--- src/rtl/j1_io_uart.sv ---
// J1 CPU memory-mapped UART: DATA/STATUS/DIV/IE registers, 8N1 TX and RX with an RX buffer.
// Define UART_RX_FIFO_EN for a 16-entry RX FIFO; otherwise the RX buffer is a single holding register.
module j1_io_uart #(
  parameter logic [15:0] CLKDIV_RESET = 16'd104,
  parameter int          SELBIT       = 12
) (
  input  logic        clk,
  input  logic        resetq,
  input  logic        io_rd,
  input  logic        io_wr,
  input  logic [31:0] io_addr,
  input  logic [31:0] io_dout,
  output logic [31:0] io_din,
  input  logic        uart_rx,
  output logic        uart_tx,
  output logic        interrupt_request
);

`ifdef UART_RX_FIFO_EN
  localparam int DEPTH = 16;
`else
  localparam int DEPTH = 1;
`endif
  localparam int PW = (DEPTH > 1) ? $clog2(DEPTH) : 1;

  localparam logic [1:0] REG_DATA   = 2'd0;
  localparam logic [1:0] REG_STATUS = 2'd1;
  localparam logic [1:0] REG_DIV    = 2'd2;
  localparam logic [1:0] REG_IE     = 2'd3;

  typedef enum logic [1:0] {TX_IDLE, TX_START, TX_DATA, TX_STOP} tx_state_t;
  typedef enum logic [1:0] {RX_IDLE, RX_START, RX_DATA, RX_STOP} rx_state_t;

  logic [15:0] div;
  logic [1:0]  ie;
  logic        overrun;
  logic        framing_err;
  logic [4:0]  count;
  logic [PW-1:0] wr_ptr;
  logic [PW-1:0] rd_ptr;
  logic [7:0]  mem [DEPTH];

  logic        sel;
  logic [1:0]  reg_sel;
  logic        rd_en;
  logic        wr_en;
  logic [15:0] period;
  logic        unused_bits;

  assign sel         = io_addr[SELBIT];
  assign reg_sel     = io_addr[3:2];
  assign rd_en       = io_rd & sel;
  assign wr_en       = io_wr & sel;
  assign period      = (div < 16'd2) ? 16'd2 : div;
  assign unused_bits = ^{io_addr, io_dout};

  // ---------------- transmitter ----------------
  tx_state_t   tx_state, tx_state_n;
  logic [15:0] tx_cnt, tx_cnt_n;
  logic [15:0] tx_per, tx_per_n;
  logic [2:0]  tx_idx, tx_idx_n;
  logic [7:0]  tx_data, tx_data_n;
  logic        tx_line_n;
  logic        tx_busy;
  logic        tx_bit_end;

  assign tx_busy    = (tx_state != TX_IDLE);
  assign tx_bit_end = (tx_cnt == tx_per - 16'd1);

  always_ff @(posedge clk or negedge resetq) begin
    if (!resetq) begin
      tx_state <= TX_IDLE;
      tx_cnt   <= '0;
      tx_per   <= 16'd2;
      tx_idx   <= '0;
      tx_data  <= '0;
      uart_tx  <= 1'b1;
    end else begin
      tx_state <= tx_state_n;
      tx_cnt   <= tx_cnt_n;
      tx_per   <= tx_per_n;
      tx_idx   <= tx_idx_n;
      tx_data  <= tx_data_n;
      uart_tx  <= tx_line_n;
    end
  end

  // The bit period is re-latched at every boundary so DIV changes apply to the next bit.
  always_comb begin
    tx_state_n = tx_state;
    tx_cnt_n   = tx_cnt + 16'd1;
    tx_per_n   = tx_per;
    tx_idx_n   = tx_idx;
    tx_data_n  = tx_data;
    tx_line_n  = 1'b1;
    case (tx_state)
      TX_IDLE: begin
        tx_cnt_n = '0;
        if (wr_en && reg_sel == REG_DATA) begin
          tx_state_n = TX_START;
          tx_per_n   = period;
          tx_idx_n   = '0;
          tx_data_n  = io_dout[7:0];
        end
      end
      TX_START: if (tx_bit_end) begin
        tx_state_n = TX_DATA;
        tx_cnt_n   = '0;
        tx_per_n   = period;
      end
      TX_DATA: if (tx_bit_end) begin
        tx_cnt_n = '0;
        tx_per_n = period;
        if (tx_idx == 3'd7) tx_state_n = TX_STOP;
        else                tx_idx_n   = tx_idx + 3'd1;
      end
      TX_STOP: if (tx_bit_end) begin
        tx_state_n = TX_IDLE;
        tx_cnt_n   = '0;
      end
      default: tx_state_n = TX_IDLE;
    endcase
    case (tx_state_n)
      TX_START: tx_line_n = 1'b0;
      TX_DATA:  tx_line_n = tx_data_n[tx_idx_n];
      default:  tx_line_n = 1'b1;
    endcase
  end

  // ---------------- receiver ----------------
  rx_state_t   rx_state, rx_state_n;
  logic [15:0] rx_cnt, rx_cnt_n;
  logic [15:0] rx_per, rx_per_n;
  logic [2:0]  rx_idx, rx_idx_n;
  logic [7:0]  rx_shift, rx_shift_n;
  logic        rx_s1, rx_s2, rx_prev;
  logic        push_req;
  logic        frame_set;

  always_ff @(posedge clk or negedge resetq) begin
    if (!resetq) begin
      rx_s1    <= 1'b1;
      rx_s2    <= 1'b1;
      rx_prev  <= 1'b1;
      rx_state <= RX_IDLE;
      rx_cnt   <= '0;
      rx_per   <= 16'd2;
      rx_idx   <= '0;
      rx_shift <= '0;
    end else begin
      rx_s1    <= uart_rx;
      rx_s2    <= rx_s1;
      rx_prev  <= rx_s2;
      rx_state <= rx_state_n;
      rx_cnt   <= rx_cnt_n;
      rx_per   <= rx_per_n;
      rx_idx   <= rx_idx_n;
      rx_shift <= rx_shift_n;
    end
  end

  // Start bit is checked half a period after the falling edge; later samples are a full period apart.
  always_comb begin
    rx_state_n = rx_state;
    rx_cnt_n   = rx_cnt + 16'd1;
    rx_per_n   = rx_per;
    rx_idx_n   = rx_idx;
    rx_shift_n = rx_shift;
    push_req   = 1'b0;
    frame_set  = 1'b0;
    case (rx_state)
      RX_IDLE: begin
        rx_cnt_n = '0;
        if (rx_prev && !rx_s2) begin
          rx_state_n = RX_START;
          rx_per_n   = period;
        end
      end
      RX_START: if (rx_cnt == {1'b0, rx_per[15:1]} - 16'd1) begin
        rx_cnt_n   = '0;
        rx_per_n   = period;
        rx_idx_n   = '0;
        rx_state_n = rx_s2 ? RX_IDLE : RX_DATA;
      end
      RX_DATA: if (rx_cnt == rx_per - 16'd1) begin
        rx_cnt_n   = '0;
        rx_per_n   = period;
        rx_shift_n = {rx_s2, rx_shift[7:1]};
        if (rx_idx == 3'd7) rx_state_n = RX_STOP;
        else                rx_idx_n   = rx_idx + 3'd1;
      end
      RX_STOP: if (rx_cnt == rx_per - 16'd1) begin
        rx_cnt_n   = '0;
        rx_state_n = RX_IDLE;
        push_req   = rx_s2;
        frame_set  = !rx_s2;
      end
      default: rx_state_n = RX_IDLE;
    endcase
  end

  // ---------------- RX buffer and CPU registers ----------------
  logic        nonempty;
  logic        full;
  logic        pop;
  logic        push_ok;
  logic        stat_rd;
  logic [4:0]  count_n;
  logic [31:0] rd_data;

  assign nonempty = (count != 5'd0);
  assign full     = (count == 5'(DEPTH));
  assign pop      = rd_en && (reg_sel == REG_DATA) && nonempty;
  assign push_ok  = push_req && (!full || pop);
  assign stat_rd  = rd_en && (reg_sel == REG_STATUS);
  assign count_n  = count + {4'b0, push_ok} - {4'b0, pop};

  function automatic logic [PW-1:0] ptr_inc(input logic [PW-1:0] p);
    return (p == PW'(DEPTH - 1)) ? '0 : p + 1'b1;
  endfunction

  always_comb begin
    rd_data = '0;
    case (reg_sel)
      REG_DATA:   if (nonempty) rd_data = {23'b0, 1'b1, mem[rd_ptr]};
      REG_STATUS: rd_data = {19'b0, count, 3'b0, framing_err, overrun, full, nonempty, tx_busy};
      REG_DIV:    rd_data = {16'b0, div};
      default:    rd_data = {30'b0, ie};
    endcase
  end

  always_ff @(posedge clk) begin
    if (push_ok) mem[wr_ptr] <= rx_shift;
  end

  // A flag being set on the same edge as a STATUS read wins, so no error event is lost.
  always_ff @(posedge clk or negedge resetq) begin
    if (!resetq) begin
      io_din            <= '0;
      div               <= CLKDIV_RESET;
      ie                <= '0;
      overrun           <= 1'b0;
      framing_err       <= 1'b0;
      count             <= '0;
      wr_ptr            <= '0;
      rd_ptr            <= '0;
      interrupt_request <= 1'b0;
    end else begin
      if (rd_en) io_din <= rd_data;
      if (wr_en && reg_sel == REG_DIV) div <= io_dout[15:0];
      if (wr_en && reg_sel == REG_IE)  ie  <= io_dout[1:0];
      if (push_ok) wr_ptr <= ptr_inc(wr_ptr);
      if (pop)     rd_ptr <= ptr_inc(rd_ptr);
      count <= count_n;
      if (push_req && full && !pop) overrun <= 1'b1;
      else if (stat_rd)             overrun <= 1'b0;
      if (frame_set)    framing_err <= 1'b1;
      else if (stat_rd) framing_err <= 1'b0;
      interrupt_request <= (ie[0] & nonempty) | (ie[1] & ~tx_busy);
    end
  end

endmodule

--- config.mk ---
export PLATFORM = sky130hd
export DESIGN_NAME = j1_io_uart
export DESIGN_NICKNAME = d
export VERILOG_FILES = /design/src/rtl/j1_io_uart.sv
export SDC_FILE = /design/constraint.sdc
export NUM_CORES = 1
export LEC_CHECK = 0
export CAP_MARGIN = 15
export CORE_UTILIZATION = 35
export CTS_CLUSTER_DIAMETER = 120
export DETAILED_ROUTE_END_ITERATION = 8
export GPL_ROUTABILITY_DRIVEN = 0
export PLACE_DENSITY = 0.63
export SLEW_MARGIN = 20
export SYNTH_ARGS = -nofsm -noshare
export SYNTH_HDL_FRONTEND = slang
export SYNTH_SLANG_ARGS = --single-unit
--- constraint.sdc ---
create_clock -name clk -period 11.55 [get_ports clk]
set_clock_uncertainty 0.05 [all_clocks]
set_input_delay 2.31 -clock clk [delete_from_list [all_inputs] [get_ports clk]]
set_output_delay 2.31 -clock clk [all_outputs]
set_load 0.02 [all_outputs]
==> run summary, run 1 <==
status: complete, no violations
initial core utilization: 35.9%
Max VDD drop: 0.130 mV
area share of the largest cell type after synthesis: 39.0%
Area Overhead vs Synth: 13.6%
CP required: 11.84 ns
wire per inst: 15.7 um
Pre-antenna DRT Iters: 4
Setup-failing EPs final: 0
final total power: 1.72 mW
DIE AREA: 23900 um^2
Root Buffer: clkbuf_16
Final HPWL DP: 12700 um
Final Net Count: 914
share of cells above drive strength 1: 14.9%
CTS H-Tree Depth: 4
Synth area leader: dfrtp_1
I/O pin count: 103
# resized after CTS: 0
CTS Sinks: 144
number of setup buffers added after CTS: 0
GRT Total Usage: 15.8%
Post-synth EDFFs: 8
largest net degree at the start of global routing: 76
fraction of registers with async set/reset: 94.4%
chip width: 155 um
post-synthesis average cell area: 10.1 um^2
number of global-route vias before repair: 5759
total wire length: 17600 um
Routed Antenna Nets: 0
CP Launch Type: input port
1st-iter DRT viols: 331
unrepaired setup endpoints after global routing: no
Tcrit/Tclk final: 46.6%
pre-CTS setup slack: 5.69 ns
Pwr Density: 186 nW/um^2
vias: 5876
Bufs on Longest Clock Path: 2
most common cell after layout, fill and taps aside: dfrtp_1
Highest Clock Rate: 186 MHz
Worst Slack Setup Final: 6.16 ns
Slew headroom: 36.5%
setup_tns: 0 ns
CP Max Fanout: 15
vias per cell: 5.23
Top FF cell, synth: dfrtp_1
# diodes: 0
synth top area cells: dfrtp_1 (39%), mux2_2 (9.5%), xnor2_1 (5.9%)
DRC Markers: 0
TritonCTS clock tree: built
Seq/Total Area, Yosys: 44.8%
# Max-Cap Violations: 0
Final Hold Fails: 0
die height: 155 um
first-pass GRT wire length: 29800 um
post-synth design cell area: 8150 um^2
port buffer count: 41
synth unique cells: 71
hold crit path type: flop to flop
CTS clk-pin slew, worst paths: 0.06 ns
Final Max Slew Viols: 0
Clk Latency, worst-skew pair: 0.43 ns
flops & latches, synth: 144
core footprint: 22700 um^2
Final Critical Period: 5.39 ns
hold-fix buffer count after cts: 0
Critical Path Sink Type: flop
synth warn: 0
worst hold slack: 0.312 ns
row count: 55
Worst Path Arrival: 5.68 ns
WS Path Type: input port to flop
initial antenna violation count: 0
synthesized instance count: 809
GRT overflow: 0
measured slew at the worst slew-check pin: 0.952 ns
Leak Pwr: 3.96 nW
CTS Buf Count: 17
most frequent cells in the layout: dfrtp_1 (127), nor2_1 (85), mux2_2 (69)
==> per-layer routing <==
layer,track usage [%],wire [um],vias up,share of wire [%]
met5,0,0,-,0
met2,24.7,8160,124,46
li1,-,-,2853,-
met3,3.14,636,24,3.6
met1,21.5,8500,2875,48
met4,6.27,337,0,1.9
==> logic make-up after synthesis <==
family                   count (synthesis)  synth area share [%]
AO/OA/AOI/OAI                          114                  9.64
XOR/XNOR                                94                  10.1
adder cells (fa/ha/maj)                 19                  3.01
buffers and inverters                   85                  4.91
flip-flops                             144                  44.8
multiplexers                            76                  10.4
other                                    1                0.0460
AND/OR/NAND/NOR                        276                  17.0
==> flip-flops by register name, indices dropped and copies added (netlist names), 2 cells and up, named ones only <==
register  count
tx_idx        3
rx_idx        3
tx_state      2
tx_per       16
tx_cnt       16
count         5
tx_data       8
rx_per       16
rx_shift      8
ie            2
div          16
mem           8
io_din       16
rx_cnt       16
==> critical path, cell delays in order <==
cell             delay [ns]
clkdlybuf4s50_1        0.78
clkinv_1               0.39
nand4_1                0.34
or2_2                  0.37
a21boi_0               0.44
nor4b_1                0.12
or4_1                  0.51
o311ai_0               0.11
and4b_1                0.24
a211oi_1               0.05
==> cell type report <==
type / count / area, um^2
fill: 2188 / 13400
multi-input combinational: 595 / 4150
sequential: 144 / 3650
clock buffer: 21 / 470
timing repair buffer: 43 / 427
tap: 285 / 357
clock inverter: 11 / 108
inverter: 25 / 93.8
==> final timing paths <==
check,from,to,slack (ns),cells after the start
setup / recovery,io_addr[2],uart_tx$_DFF_PN1_,6.16,10
setup reg to reg,rx_per[2]$_DFFE_PN0P_,count[4]$_DFF_PN0_,6.95,19
min in group asynchronous,resetq,rx_shift[4]$_DFFE_PN0P_,1.80,1
hold / removal,rx_s1$_DFF_PN1_,rx_s2$_DFF_PN1_,0.31,0
hold reg to reg,rx_s1$_DFF_PN1_,rx_s2$_DFF_PN1_,0.31,0
max in group asynchronous,resetq,tx_cnt[3]$_DFF_PN0_,8.28,2
==> power by group <==
group | switching [mW] | internal [mW]
sequential | 0.128 | 0.586
clock | 0.222 | 0.315
combinational | 0.239 | 0.234
total | 0.589 | 1.13
==> cells in the mapped netlist (all sizes together) (10+ instances only) <==
library cell	instances
clkbuf	35
nand3	33
dfrtp	127
mux2	71
nor4	13
inv	24
nand2b	10
buf	25
nor2	85
o21ai	29
xnor2	55
xor2	39
nand4	13
a21oi	20
nand2	53
ha	18
nor3	15
==> stage by stage <==
step,std cells,utilization [%],instance area [um^2]
5_1_grt,1124,40.8,9260
2_1_floorplan,824,-,8210
6_report,1124,40.8,9260
3_5_place_dp,1092,38.2,8680
3_3_place_gp,1092,38.2,8680
4_1_cts,1124,40.8,9260
Note: power is estimated with default switching activity, not from simulation.
==> run 2, diff against run 1 <==
clock period = 5.2 ns   (was 11.55 ns; I/O delays follow)
==> run 2 against run 1 <==
Net effect: first-iteration DRC count decreased by 14%; hold slack improved by 0.0039 ns; combinational power increased by 120%; sequential power increased by 120%; cell area increased by 0.41%; critical path depth increased by 9.
==> run summary, run 2 (same netlist as run 1, synthesis figures left out) <==
# diodes: 0
first-pass GRT wire length: 29400 um
number of global-route vias before repair: 5655
port buffer count: 41
measured slew at the worst slew-check pin: 0.967 ns
Pwr Density: 414 nW/um^2
row count: 55
unrepaired setup endpoints after global routing: no
final total power: 3.85 mW
Final Max Slew Viols: 0
share of cells above drive strength 1: 15.3%
Design Area, Final: 9300 um^2
Leak Pwr: 3.99 nW
total wire length: 17500 um
die height: 155 um
dpl cell area: 8710 um^2
Highest Clock Rate: 228 MHz
Clk Latency, worst-skew pair: 0.42 ns
WS Path Type: flop to flop
CP Max Fanout: 9
Inst Count DP: 1096
CTS clk-pin slew, worst paths: 0.07 ns
GRT overflow: 0
reg2reg setup slack: 0.82 ns
TritonCTS clock tree: built
CTS H-Tree Depth: 4
DIE AREA: 23900 um^2
Worst Setup EP: count[4]$_DFF_PN0_
number of setup buffers added after CTS: 0
# Max-Cap Violations: 0
most common cell after layout, fill and taps aside: dfrtp_1
I/O pin count: 103
Slew headroom: 35.5%
hold-fix buffer count after cts: 0
CP required: 5.46 ns
CTS Buf Count: 17
hold crit path type: flop to flop
Setup-failing EPs final: 0
Final HPWL DP: 12600 um
Worst Path Arrival: 4.64 ns
Pre-antenna DRT Iters: 4
Max VDD drop: 0.291 mV
# resized after CTS: 0
DRC Markers: 0
wire per inst: 15.5 um
Root Buffer: clkbuf_16
post-route non-filler standard cell count: 1128
Area Overhead vs Synth: 14.1%
worst reg2reg path endpoint: count[4]$_DFF_PN0_
Final Critical Period: 4.38 ns
Final Net Count: 918
initial core utilization: 35.9%
RR Startpoint: rx_per[1]$_DFFE_PN1P_
vias: 5846
1st-iter DRT viols: 284
vias per cell: 5.18
chip width: 155 um
initial antenna violation count: 0
Routed Antenna Nets: 0
Bufs on Longest Clock Path: 2
CP startpoint: rx_per[1]$_DFFE_PN1P_
core footprint: 22700 um^2
Critical Path Sink Type: flop
Tcrit/Tclk final: 84.3%
setup_tns: 0 ns
CP Launch Type: flop
largest net degree at the start of global routing: 106
Hold Crit Depth: 0
most frequent cells in the layout: dfrtp_1 (127), nor2_1 (85), mux2_2 (69)
GRT Total Usage: 15.5%
CTS Sinks: 144
status: complete, no violations
FF-to-FF path depth: 19
Final Hold Fails: 0
==> run 2: cell count changes in the layout (fill, tap and decap cells not counted) <==
cell / before / now
buf_4: 2 / 6
clkbuf_8: 3 / 0
inv_6: 2 / 4
bufinv_16: 1 / 2
clkbuf_1: 1 / 0
clkinv_1: 1 / 2
clkinv_4: 4 / 5
clkinvlp_4: 2 / 1
==> run 2: critical path, cell delays in order, from the launching register on <==
cell and delay, ns:
dfstp_2 0.39, inv_1 0.13, ha_1 0.23, nor3b_2 0.53
nand2_1 0.14, xnor2_1 0.18, o211ai_1 0.11, nor4_1 0.38
nand3_1 0.18, nor4_1 0.44, nand4_1 0.25, o21ai_0 0.22
ha_1 0.19, inv_1 0.06, fa_1 0.39, inv_1 0.07
a21oi_1 0.06, nor2_1 0.09, nor2_1 0.05, xnor2_1 0.11
==> run 2: power by group <==
group / leakage (nW) / internal (mW) / switching [mW]
sequential: 1.81 / 1.30 / 0.290
clock: 0.286 / 0.712 / 0.502
combinational: 1.90 / 0.525 / 0.520
total: 3.99 / 2.54 / 1.31
==> run 2: layer usage <==
| metal | GRT usage (%) | share of wire (%) |
|---|---|---|
| met1 | 21.8 | 49 |
| met2 | 24.1 | 46 |
| met3 | 2.77 | 3.6 |
| met4 | 4.67 | 1.5 |
| met5 | 0 | 0 |
==> run 2: layout make-up <==
class / instances / area [um^2]
clock buffers: 17 / 425
multi-input cells: 595 / 4150
inverters: 25 / 93.8
flip-flops and latches: 144 / 3650
fillers: 2176 / 13400
clock inverters: 15 / 160
repair buffers: 47 / 457
well taps: 285 / 357
==> run 2: worst min path at each step <==
stage	start	to	slack [ns]
6_report	rx_s1$_DFF_PN1_	rx_s2$_DFF_PN1_	0.32
5_1_grt	rx_s1$_DFF_PN1_	rx_s2$_DFF_PN1_	0.32
4_1_cts	rx_s1$_DFF_PN1_	rx_s2$_DFF_PN1_	0.31
3_5_place_dp	rx_s1$_DFF_PN1_	rx_s2$_DFF_PN1_	0.30
3_3_place_gp	rx_s1$_DFF_PN1_	rx_s2$_DFF_PN1_	0.30
2_1_floorplan	rx_s1$_DFF_PN1_	rx_s2$_DFF_PN1_	0.30
==> run 2: metrics by stage <==
stage	setup slack, ns	hold slack (ns)	utilization [%]
global placement	0.851	0.296	38.4
CTS	0.825	0.313	40.9
global route	0.345	0.322	40.9
detailed placement	0.824	0.299	38.4
floorplan	1.57	0.295	-
finish	0.816	0.315	40.9
==> run 3, diff against run 2 <==
clock period = 4.59 ns   (was 5.2 ns; I/O delays follow)
==> run 3 against run 2 <==
Net effect: sequential share of layout area shrank 0.36 points; first-iteration DRC count grew 32%; routed wire length grew 3.2%; via count grew 0.10%; critical path depth grew 1; hold slack lost 0.0088 ns; register-to-register slack lost 0.45 ns; worst setup slack lost 0.45 ns; sequential power grew 13%; global-route usage grew 0.56 points; utilization grew 0.38 points; critical path type unchanged; highest routed layer unchanged.
==> run summary, run 3 (same netlist as run 1, synthesis figures left out) <==
Comb power frac: 27.1%
met2 Usage GRT: 25.3%
DRC Markers: 0
# diodes: 0
share of cells above drive strength 1: 15.5%
Clk Latency, worst-skew pair: 0.43 ns
met3 GRT Util: 3.00%
CTS clk-pin slew, worst paths: 0.06 ns
Sequential Power Share: 39.6%
Design Area, Final: 9380 um^2
Final Hold Fails: 0
CTS Buf Count: 17
post-route non-filler standard cell count: 1131
hold-fix buffer count after cts: 0
Crit path largest cell delay: 0.43 ns
Inst Count DP: 1099
crit path buf inv count: 4
Routed Antenna Nets: 0
CP required: 4.85 ns
Pre-antenna DRT Iters: 6
# Max-Cap Violations: 0
vias per cell: 5.17
Multi-input gate area: 4160 um^2
Setup-failing EPs final: 0
first-pass GRT wire length: 30000 um
initial antenna violation count: 0
measured slew at the worst slew-check pin: 0.832 ns
Bufs on Longest Clock Path: 2
highest-delay cell along the critical path: nor3b_4
sequential cell area: 3650 um^2
initial core utilization: 35.9%
chip width: 155 um
wire per inst: 16.0 um
Leak Pwr: 4.03 nW
1st-iter DRT viols: 376
CTS Sinks: 144
CTS H-Tree Depth: 4
CP cell instances: inv_1 -> ha_1 -> nor3b_4 -> nand2_1 -> xnor2_1 -> o211ai_1 -> nor4_1 -> buf_4 -> nand3_1 -> nor4_1 -> nand4_1 -> o21ai_0 -> ha_1 -> inv_1 -> fa_1 -> inv_1 -> a21oi_1 -> nor2_1 -> nor2_1 -> xnor2_1
cell repeated most along the worst path: inv_1
Slew headroom: 44.4%
Fill cells: 2174
Final Critical Period: 4.23 ns
dpl cell area: 8730 um^2
number of global-route vias before repair: 5759
core footprint: 22700 um^2
Tcrit/Tclk final: 92.1%
I/O pin count: 103
met1 usage: 22.0%
delay-heaviest family, CP: simple AND/OR/NAND/NOR gates
Worst Path Arrival: 4.49 ns
# resized after CTS: 0
sw frac: 32.7%
net switching power: 1.48 mW
number of setup buffers added after CTS: 0
TritonCTS clock tree: built
CP Max Fanout: 9
row count: 55
largest net degree at the start of global routing: 70
Final Max Slew Viols: 0
setup_tns: 0 ns
Highest Clock Rate: 237 MHz
hold crit path type: flop to flop
Most Used Layer, Global Route: met2
port buffer count: 41
die height: 155 um
Max VDD drop: 0.315 mV
Critical Path Sink Type: flop
clock power share: 33.3%
Final HPWL DP: 12900 um
GRT overflow: 0
vias: 5852
unrepaired setup endpoints after global routing: no
most frequent cells in the layout: dfrtp_1 (127), nor2_1 (85), mux2_2 (69)
DIE AREA: 23900 um^2
worst hold slack: 0.307 ns
total wire length: 18100 um
status: complete, no violations
CP Launch Type: flop
Pwr Density: 483 nW/um^2
Area Overhead vs Synth: 15.2%
Final Net Count: 921
P_int: 3.05 mW
most common cell after layout, fill and taps aside: dfrtp_1
Root Buffer: clkbuf_16
WS Path Type: flop to flop
GRT Total Usage: 16.0%
final core occ: 41.3%
## run 3: final timing paths
kind                                       start                      end  slack [ns]  cells past startpoint
min in group asynchronous                 resetq  rx_shift[3]$_DFFE_PN0P_        0.44                      1
min                              rx_s1$_DFF_PN1_          rx_s2$_DFF_PN1_        0.31                      0
min reg2reg                      rx_s1$_DFF_PN1_          rx_s2$_DFF_PN1_        0.31                      0
max reg2reg                rx_per[1]$_DFFE_PN1P_       count[4]$_DFF_PN0_        0.36                     20
max                        rx_per[1]$_DFFE_PN1P_       count[4]$_DFF_PN0_        0.36                     20
max in group asynchronous                 resetq       div[6]$_DFFE_PN1P_        3.10                      2
## run 3: power groups by stage
stage	clock network, mW	registers (mW)	logic, mW
after CTS	1.54	1.79	1.23
final	1.51	1.80	1.23
after global placement	0	1.80	1.19
after floorplan	0	1.65	1.04
after global routing	1.60	1.83	1.36
after detailed placement	0	1.81	1.22
## run 3: per-stage QoR
step | setup WS [ns] | total power [mW]
finish | 0.363 | 4.54
global route | 0.0470 | 4.79
CTS | 0.232 | 4.56
detailed placement | 0.271 | 3.02
global placement | 0.380 | 2.99
floorplan | 0.956 | 2.69
## run 3: layout make-up
type,instances,area share (%)
Clock buffer,23,5.20
Clock inverter,9,1.65
Inverter,25,1.00
Multi-Input combinational cell,595,44.3
Sequential cell,144,38.9
Tap cell,285,3.80
Timing Repair Buffer,50,5.11
## run 3: worst register-to-register path, delay by kind of cell (launching register included)
kind / cells / cell delay, ns
AND/OR/NAND/NOR: 8 / 1.65
flip-flops: 1 / 0.40
buffers and inverters: 4 / 0.43
XOR/XNOR: 2 / 0.31
AO/OA/AOI/OAI: 3 / 0.41
adder cells (fa/ha/maj): 3 / 0.86
## run 3: routing by layer
layer  part of all wire (%)  wire [um]  vias up
li1                       -          -     2847
met1                     48       8670     2850
met2                     46       8310      135
met3                    4.6        823       20
met4                    1.5        263        0
met5                      0          0        -
